<file path="config.mk">
export PLATFORM = sky130hd
export DESIGN_NAME = pipe_exe_mem
export DESIGN_NICKNAME = d
export VERILOG_FILES = /design/src/rtl/pipe_exe_mem.sv
export SDC_FILE = /design/constraint.sdc
export NUM_CORES = 1
export LEC_CHECK = 0
export BUFFER_PORTS_ARGS = -buffer_cell sky130_fd_sc_hd__buf_2
export CORE_AREA = 8 8 146 148
export DETAILED_ROUTE_END_ITERATION = 6
export DIE_AREA = 0 0 154 156
export PLACE_DENSITY = 0.69
export RECOVER_POWER = 25
export SLEW_MARGIN = 40
export SYNTH_ARGS = -nofsm -noshare
export SYNTH_HDL_FRONTEND = slang
export SYNTH_SLANG_ARGS = --single-unit
export TNS_END_PERCENT = 5
</file>
<file path="constraint.sdc">
create_clock -name clk -period 2.55 [get_ports clk]
set_clock_uncertainty 0.1 [all_clocks]
set_input_delay 0.51 -clock clk [delete_from_list [all_inputs] [get_ports clk]]
set_output_delay 0.51 -clock clk [all_outputs]
set_load 0.02 [all_outputs]
</file>
<file path="src/rtl/pipe_exe_mem.sv">
// -----------------------------------------------------------------------------
// pipe_exe_mem -- execute-to-memory pipeline register with a 2-entry skid buffer.
//
// Holds up to two in-order entries (head, tail) between the execute and memory
// stages. The memory stage always sees the head entry. inReady is registered,
// so there is no combinational path from outReady back to the execute stage.
// It also exposes a forwarding source (the youngest held entry) and a
// saturating backpressure counter.
//
// Ports
//   clk          : clock, rising edge
//   rst          : asynchronous active-low reset
//   flush        : synchronous discard of all held entries and of same-cycle input
//   inValid      : execute stage presents an entry
//   inReady      : stage can accept an entry this cycle (registered)
//   aluResIn     : ALU result / memory address
//   storeDataIn  : store data
//   rdIn         : destination register index
//   ctrlIn       : {regWrite, memToReg, memWrite}
//   outValid     : head entry valid toward memory stage
//   outReady     : memory stage accepts head entry
//   aluResOut, storeDataOut, rdOut, ctrlOut : head entry fields
//   fwdValid, fwdRd, fwdData : forwarding source for execute
//   stallCount   : saturating count of cycles with outValid && !outReady
// -----------------------------------------------------------------------------
module pipe_exe_mem #(
    parameter int DATA_W = 32,
    parameter int RD_W   = 4
) (
    input  logic              clk,
    input  logic              rst,
    input  logic              flush,
    input  logic              inValid,
    output logic              inReady,
    input  logic [DATA_W-1:0] aluResIn,
    input  logic [DATA_W-1:0] storeDataIn,
    input  logic [RD_W-1:0]   rdIn,
    input  logic [2:0]        ctrlIn,
    output logic              outValid,
    input  logic              outReady,
    output logic [DATA_W-1:0] aluResOut,
    output logic [DATA_W-1:0] storeDataOut,
    output logic [RD_W-1:0]   rdOut,
    output logic [2:0]        ctrlOut,
    output logic              fwdValid,
    output logic [RD_W-1:0]   fwdRd,
    output logic [DATA_W-1:0] fwdData,
    output logic [15:0]       stallCount
);

    typedef enum logic [1:0] {
        EMPTY = 2'd0,
        ONE   = 2'd1,
        TWO   = 2'd2
    } state_e;

    typedef struct packed {
        logic [DATA_W-1:0] alu;
        logic [DATA_W-1:0] store;
        logic [RD_W-1:0]   rd;
        logic [2:0]        ctrl;   // {regWrite, memToReg, memWrite}
    } entry_t;

    state_e      state_q, state_d;
    entry_t      head_q, head_d;
    entry_t      tail_q, tail_d;
    entry_t      in_entry;
    entry_t      youngest;
    logic        in_ready_q, in_ready_d;
    logic [15:0] stall_q, stall_d;
    logic        accept;
    logic        release_head;

    assign in_entry     = '{alu: aluResIn, store: storeDataIn, rd: rdIn, ctrl: ctrlIn};
    assign outValid     = (state_q != EMPTY);
    assign accept       = inValid && in_ready_q && !flush;
    assign release_head = outValid && outReady && !flush;

    // NOTE: every variable written here gets a default first, so no path
    // leaves it unassigned and no latch is inferred.
    always_comb begin
        state_d = state_q;
        head_d  = head_q;
        tail_d  = tail_q;

        if (flush) begin
            // Data registers keep their contents; only the state hides them.
            state_d = EMPTY;
        end else begin
            unique case (state_q)
                EMPTY: begin
                    if (accept) begin
                        head_d  = in_entry;
                        state_d = ONE;
                    end
                end
                ONE: begin
                    if (accept && release_head) begin
                        head_d = in_entry;
                    end else if (accept) begin
                        tail_d  = in_entry;
                        state_d = TWO;
                    end else if (release_head) begin
                        state_d = EMPTY;
                    end
                end
                TWO: begin
                    // inReady is low in TWO, so only a release can happen.
                    if (release_head) begin
                        head_d  = tail_q;
                        state_d = ONE;
                    end
                end
                default: state_d = EMPTY;
            endcase
        end

        // Registered ready: computed from the next state, not from outReady.
        in_ready_d = (state_d != TWO);

        stall_d = stall_q;
        if (outValid && !outReady && (stall_q != 16'hFFFF)) begin
            stall_d = stall_q + 16'd1;
        end
    end

    // NOTE: state uses non-blocking assignments so all registers update
    // together from values sampled before the edge.
    always_ff @(posedge clk or negedge rst) begin
        if (!rst) begin
            state_q    <= EMPTY;
            // NOTE: the entry registers are reset (only two of them) because
            // every data output must read zero while reset is held.
            head_q     <= '0;
            tail_q     <= '0;
            in_ready_q <= 1'b0;
            stall_q    <= '0;
        end else begin
            state_q    <= state_d;
            head_q     <= head_d;
            tail_q     <= tail_d;
            in_ready_q <= in_ready_d;
            stall_q    <= stall_d;
        end
    end

    assign inReady      = in_ready_q;
    assign aluResOut    = head_q.alu;
    assign storeDataOut = head_q.store;
    assign rdOut        = head_q.rd;
    assign ctrlOut      = head_q.ctrl;
    assign stallCount   = stall_q;

    // Forward from the youngest held entry; loads (memToReg) cannot forward
    // because their value is not known until the memory stage.
    assign youngest = (state_q == TWO) ? tail_q : head_q;
    assign fwdValid = outValid && youngest.ctrl[2] && !youngest.ctrl[1];
    assign fwdRd    = outValid ? youngest.rd  : '0;
    assign fwdData  = outValid ? youngest.alu : '0;

endmodule

</file>
== Word level (Yosys, flattened, before mapping) ==
Index checks and enable logic that the tools add are counted.
Operators by class
  add/sub/neg operators: 1
  equal/unequal tests: 7
  muxes and demuxes: 14
  bitwise operators: 2
  reductions and logical operators: 17
Operator list (count)
  71-bit 2-to-1 mux: 4
  71-bit one-hot mux with 3 select lines: 1
  32-bit 2-to-1 mux: 1
  16-bit by 1-bit adder with 16-bit output (second input constant): 1
  16-bit != test (second input constant): 1
  2-bit 2-to-1 mux: 6
  1-bit logical AND: 9
  2-bit != test (second input constant): 4
  2-bit one-hot mux with 3 select lines: 1
  5-bit AND reduction: 1
  4-bit 2-to-1 mux: 1
  4-bit AND reduction: 1
  1-bit zero test: 3
  3-bit nonzero test: 1
  2-bit by 1-bit == test with 1-bit output (second input constant): 1
  2-bit == test (second input constant): 1
  2-bit zero test: 1
  1-bit inverter: 2
  2-bit nonzero test: 1
Word-level totals
  bits in registers: 161
  input bits: 76
  word-level logic and storage cells: 52

== Depth between registers and ports, before layout ==
Gate-level depths: netlist (run 1).
  depth after elaboration: 9
  depth in mapped cells: 7

== Worst setup path before layout (run 1) ==
Ideal clock, no wire load.
  path type: register -> output
  start point: register state_q[0]
  end point: output port fwdValid
  arrival time: 1549 ps
  data required time: 1940 ps
  setup slack: 391 ps
  stages on the path, launching flop included: 8
  buffers on the path: 4
  cells stage by stage: dfrtp_1 > buf_2 > nor2b_1 > buf_2 > buf_2 > buf_2 > nand3b_1 > o21ai_0
On the way
  longest elaborated chain between the ends: 4
  elaborated cells on any way between the ends: 6
  those cells by class: eq/ne (1); mux (1); reduce/logical (4)
RTL lines
  start: declaration: line 64  | state_e state_q, state_d;
  start signal: assignment: line 139  | state_q <= state_d;
  2-bit == test: line 156  | assign youngest = (state_q == TWO) ? tail_q : head_q;
  71-bit 2-to-1 mux: line 156
  1-bit logical AND or 1-bit zero test (tied branches): line 157  | assign fwdValid = outValid && youngest.ctrl[2] && !youngest.ctrl[1];
  1-bit logical AND *: line 157
  end: declaration: line 45  | output logic fwdValid,
Mark *: on every way between the ends. The rest lies on a longest branch, timed or not.

== Worst setup path in the final report (run 1) ==
  start point: register state_q[1]
  end point: output port fwdValid
Same word-level chain as after synthesis.

==> results of run 1 <==
[layout make-up]
cell class | instances | area (sq um) | area share, %
Sequential cell | 161 | 4030 | 42.2
Multi-Input combinational cell | 322 | 3260 | 34.2
Timing Repair Buffer | 223 | 1290 | 13.5
Clock buffer | 21 | 460 | 4.82
Tap cell | 238 | 298 | 3.12
Clock inverter | 11 | 201 | 2.11
Inverter | 1 | 3.75 | 0.0393
[cell usage after synthesis]
library cell    n  area [sq um]
a21oi_1         2          10.0
a22o_1         36           315
a22oi_1         1          7.51
a2bb2oi_1       1          8.76
a31oi_1         1          6.26
and3_1          1          6.26
and3b_1         1          8.76
and4b_1         1          10.0
buf_1           1          3.75
buf_2          26           130
clkbuf_1        5          18.8
dfrtp_1       161          4030
ha_1            1          12.5
inv_1           1          3.75
mux2_1          5          56.3
mux2_2        211          2380
mux2_4          1          15.0
nand2_1         7          26.3
nand2b_1        2          12.5
nand3_1         9          45.0
nand3_2         1          10.0
nand3b_1        1          7.51
nand4_1         3          18.8
nand4_4         1          21.3
nor2_1          5          18.8
nor2_2          2          12.5
nor2b_1         1          6.26
nor3_1          2          10.0
nor3b_1         1          7.51
nor4_1          4          25.0
nor4_4          1          21.3
nor4b_1         2          17.5
nor4bb_1        1          10.0
o21ai_0         2          10.0
o21bai_1        1          7.51
o31ai_1         1          7.51
or2_2           1          6.26
xnor2_1         2          17.5
xor2_1         10          87.6
[cells by family (layout without fill, tap and decap cells)]
logic type / after synthesis / after routing / share of synthesized area (%)
multiplexers: 217 / 217 / 33.0
flip-flops: 161 / 161 / 54.3
AND/OR/NAND/NOR: 47 / 47 / 4.06
AO/OA/AOI/OAI: 45 / 45 / 5.02
buffers and inverters: 33 / 256 / 2.11
XOR/XNOR: 12 / 12 / 1.42
adder cells (fa/ha/maj): 1 / 1 / 0.168
[what timing repair did]
item | in CTS | in global routing
setup buffers | 0 | 4
hold buffers | 1 | 0
endpoints found under the hold margin | 46 | 0
endpoints found under the setup margin | 0 | 30
[critical path, delay by kind of cell (launching register included)]
kind / cells / cell delay, ps
simple gates: 2 / 410
compound gates: 1 / 70
flops: 1 / 420
buf+inv: 2 / 450
[where the power goes]
part | switching [uW] | internal, uW | total, uW
logic | 964 | 918 | 1880
clock network | 1030 | 1800 | 2840
registers | 432 | 3190 | 3620
[per-layer routing]
layer	wire (um)	vias up	GRT usage (%)
met5	0	-	0
met4	150	0	4.06
met3	992	13	4.32
met2	8260	119	24.0
met1	7590	2515	17.4
li1	-	2327	-
[registers in the layout, indices dropped and copies added, names as in the netlist]
register	count
stallCount	16
aluResOut	32
state_q	2
rdOut	4
ctrlOut	3
tail_q	71
storeDataOut	32
inReady	1
[through the flow]
step / worst slack, ps / utilization [%] / hold slack (ps)
5_1_grt: 6.41 / 50.0 / 213
3_3_place_gp: 449 / 46.4 / 370
3_5_place_dp: 414 / 46.4 / 369
6_report: 161 / 50.0 / 228
4_1_cts: 3.23 / 50.0 / 199
2_1_floorplan: 391 / - / 114
[final timing paths]
| kind | start | to | slack [ps] | cells after the start |
|---|---|---|---|---|
| min | flush | state_q[0] | 230 | 2 |
| min reg2reg | storeDataOut[2] | storeDataOut[2] | 380 | 1 |
| max reg2reg | state_q[0] | stallCount[13] | 430 | 5 |
| min in group asynchronous | rst | tail_q[52] | 860 | 2 |
| max | state_q[1] | fwdValid | 160 | 5 |
| max in group asynchronous | rst | tail_q[8] | 310 | 3 |
==> metrics.yaml, run 1 <==
status: "completed"
start_util_pct: 38.9
nNetsFinal: 803
worstPathCellList: "nor2b_4, buf_12, nand3b_1, o21ai_0, buf_2"
critPathSlowestCell: "dfrtp_1"
setup_violations: 0
ir_worst_vdd_mv: 0.459
syn2layout_area_growth_pct: 28.5
hpwl_mm: 12.0
wl_per_cell_um: 17.4
crit_type: "flop to primary output"
placed_cells: 940
worstPathArrival_ps: 1780
rows: 51
cts_max_level: 4
total_power_uw: 8340
grt_pass1_wl_mm: 28.0
cp_data_required_time_ps: 1940
hp-class: "input pin to flop"
final_cell_mix: "mux2_2 (211), buf_2 (200), dfrtp_1 (161)"
die_y_um: 156
vias: 4974
clock_sinks: 161
final_common_cell: "mux2_2"
fin_area_sq_mm: 0.00954
grt_usage_pct: 14.3
synth-seq-cells: 161
syn-num-nets: 593
synth-seq-area-share_pct: 54.3
synth.distinct_cells: 39
cap_violations: 0
worstPathMaxFanout: 35
drive_above_1_share_pct: 63.9
cp-end-kind: "primary output"
fill_cells: 1683
period_minus_slack_ps: 2390
finalWirelength_mm: 17.0
drtPass1Iterations: 4
place_congestion: 0.734
hold_viol: 0
worst_pin_slew_ps: 1380
grt_pass1_vias: 5379
diodes: 0
crit_path_max_incr_delay_ps: 420
cts_buffer_depth: 2
io_buffers: 201
cp-start-kind: "flop"
numCtsBuffers: 17
syn_avg_cell_area_sq_um: 14.4
tns_ps: 0
core_sq_mm: 0.0191
ant_nets: 0
post_cts_resized: 0
finalMaxSlewViolations: 0
root_buffer: "clkbuf_16"
path_clk_slew_ps: 60
place_area_sq_mm: 0.00886
rsz0062_at_grt: "false"
power-per-cell-area_mw_per_mm2: 874
grt_overflow: 0
fin_cells: 977
fmax_mhz: 419
dieArea_sq_mm: 0.0240
cts_tree: "yes"
slew_headroom_pct: 8.21
vias_per_cell: 5.09
drc: 0
dr.first_iter.drc_count: 155
timing.final.crit_share_pct: 93.7
syn_area_sq_mm: 0.00742
dieWidth_um: 154
grt_start_max_net_pins: 51
ioPinCount: 202
netlist_instances: 516
yosysWarnings: 0
p_leak_uw: 0.00450
clock_latency_ps: 410
grt_antenna_before_repair: 0
No activity file was read; power rests on OpenSTA's default activity.
==> run 2: changes to the inputs <==
CORE_AREA = 8 8 131 164   (was 8 8 146 148)
DIE_AREA = 0 0 139 172   (was 0 0 154 156)
PLACE_DENSITY = unset   (was 0.69)
==> metrics.yaml, run 2 (synthesis gave the netlist of run 1 again) <==
status: "completed"
finalWirelength_mm: 18.3  # +7.4%
rows: 57  # +12%
grt_antenna_before_repair: 4  # +4
clock_latency_ps: 420  # about the same
path_clk_slew_ps: 70  # about the same
vias_per_cell: 5.24  # +2.9%
dieWidth_um: 139  # -9.7%
io_buffers: 201  # unchanged
wl_per_cell_um: 18.9  # +8.6%
reg2reg_from: "stallCount[0]"
wl_met1_mm: 7.31  # -3.6%
cts_max_level: 4  # unchanged
hp-class: "input pin to flop"
crit_path_max_incr_delay_ps: 480  # +60 ps
worstPathMaxFanout: 31  # -11%
drive_above_1_share_pct: 63.8  # -0.084 points
dr.first_iter.drc_count: 189  # +22%
grt_overflow: 0  # unchanged
vias: 5063  # +1.8%
worst_pin_slew_ps: 1300  # -75.7 ps
core_sq_mm: 0.0190  # -0.57%
numCtsBuffers: 17  # unchanged
worstPathArrival_ps: 1850  # +70 ps
fill_cells: 1727  # +2.6%
critPathSlowestCell: "dfrtp_2"
root_buffer: "clkbuf_16"
timing.final.crit_share_pct: 96.3  # +2.6 points
period_minus_slack_ps: 2460  # +66.7 ps
syn2layout_area_growth_pct: 26.7
slew_headroom_pct: 13.3  # +5.0 points
grt_start_max_net_pins: 63  # +24%
die_y_um: 172  # +10%
nNetsFinal: 793  # -1.2%
cts_tree: "yes"
total_power_uw: 8200  # -1.7%
largest_reg_flops: 71  # unchanged
ioPinCount: 202  # unchanged
cp-start-kind: "flop"
drc: 0  # unchanged
crit_type: "flop to primary output"
fmax_mhz: 407  # -2.7%
p_leak_uw: 0.00442  # -1.8%
worstPathCellList: "nor2b_4, buf_12, nand3b_1, o21ai_0, buf_2"
drtPass1Iterations: 4  # unchanged
ant_nets: 0  # unchanged
worstHoldStart: "flush"
grt_pass1_vias: 5625  # +4.6%
dieArea_sq_mm: 0.0239  # -0.48%
critical_path_buf_inv_count: 2  # unchanged
grt_usage_pct: 15.5  # +1.3 points
post-cts-setup-buffers: 0  # unchanged
cts_buffer_depth: 2  # unchanged
finalMaxSlewViolations: 0  # unchanged
start_util_pct: 39.1  # +0.22 points
regMostFlops: "tail_q"
hold_slack_ps: 193  # -35.1 ps
final_cell_mix: "mux2_2 (211), buf_2 (198), dfrtp_1 (160)"
wl_met2_mm: 9.17  # +11%
cp-end-kind: "primary output"
setup_violations: 0  # unchanged
cp_data_required_time_ps: 1940  # about the same
ir_worst_vdd_mv: 0.556  # +21%
place_congestion: 0.754  # +2.7%
placed_cells: 931  # -0.96%
hold_viol: 0  # unchanged
power-per-cell-area_mw_per_mm2: 871  # -0.32%
worst_slack_ps: 94.2  # -66.7 ps
hpwl_mm: 12.5  # +4.0%
fin_cells: 966  # -1.1%
final_common_cell: "mux2_2"
wl_met3_mm: 1.46  # +47%
cap_violations: 0  # unchanged
rsz0062_at_grt: "false"
tns_ps: 0  # unchanged
cp_top_family: "flip-flops"
dr.max_layer_used: "met5"
grt_pass1_wl_mm: 29.7  # +6.0%
dp_slack_ps: 421  # +6.84 ps
clock_sinks: 161  # unchanged
crit_start: "state_q[0]"
[run 2: cell types whose count changed in the layout (fill, tap and decap cells not counted), moves of 2 or more]
cell	before	now
buf_12	9	5
buf_2	200	198
buf_4	11	4
buf_6	0	3
bufinv_16	5	2
clkbuf_1	2	0
clkbuf_8	2	0
clkinv_4	4	1
inv_6	1	4
inv_8	0	5
[run 2: worst register-to-register path: stages (launching register included)]
cell and delay (ps):
dfrtp_1 420, ha_1 210, nand3_2 190, nor4_4 600, nor2_2 100, mux2_4 320
[run 2: path summary, 6_finish.rpt]
kind	to	slack (ps)	cells after the start
max reg2reg	stallCount[1]	500	5
max	fwdValid	90	5
min in group asynchronous	storeDataOut[15]	800	2
max in group asynchronous	tail_q[31]	370	3
min reg2reg	storeDataOut[4]	390	1
min	state_q[0]	190	2
[run 2: layout make-up]
class                           count  area (sq um)  share of cell area (%)
Clock buffer                       17           425                    4.52
Timing Repair Buffer              213          1190                    12.7
Antenna cell                        1          2.50                  0.0266
Tap cell                          236           295                    3.14
Inverter                            1          3.75                  0.0399
Sequential cell                   161          4030                    42.8
Multi-Input combinational cell    322          3260                    34.7
Clock inverter                     15           191                    2.03
[run 2: routing by layer]
layer	global-route usage, %	vias to the layer above
li1	-	2310
met1	16.6	2584
met2	27.1	138
met3	6.99	25
met4	5.07	6
met5	0	-
[run 2: report_power, final]
group          switching (uW)  internal, uW
Sequential                440          3190
Combinational             986           908
Clock                    1180          1500
Total                    2600          5600
[run 2: per-stage QoR]
stage          util, %  area (sq um)
2_1_floorplan        -          7420
3_3_place_gp      46.2          8770
3_5_place_dp      46.2          8770
4_1_cts           49.5          9400
5_1_grt           49.6          9410
6_report          49.6          9410
[run 2: what timing repair did]
item / CTS / global route
hold buffers: 1 / 0
endpoints found under the hold margin: 50 / 0
pin swaps: 0 / 2
endpoints found under the setup margin: 1 / 1
resized for setup: 1 / 3
cloned: 0 / 1
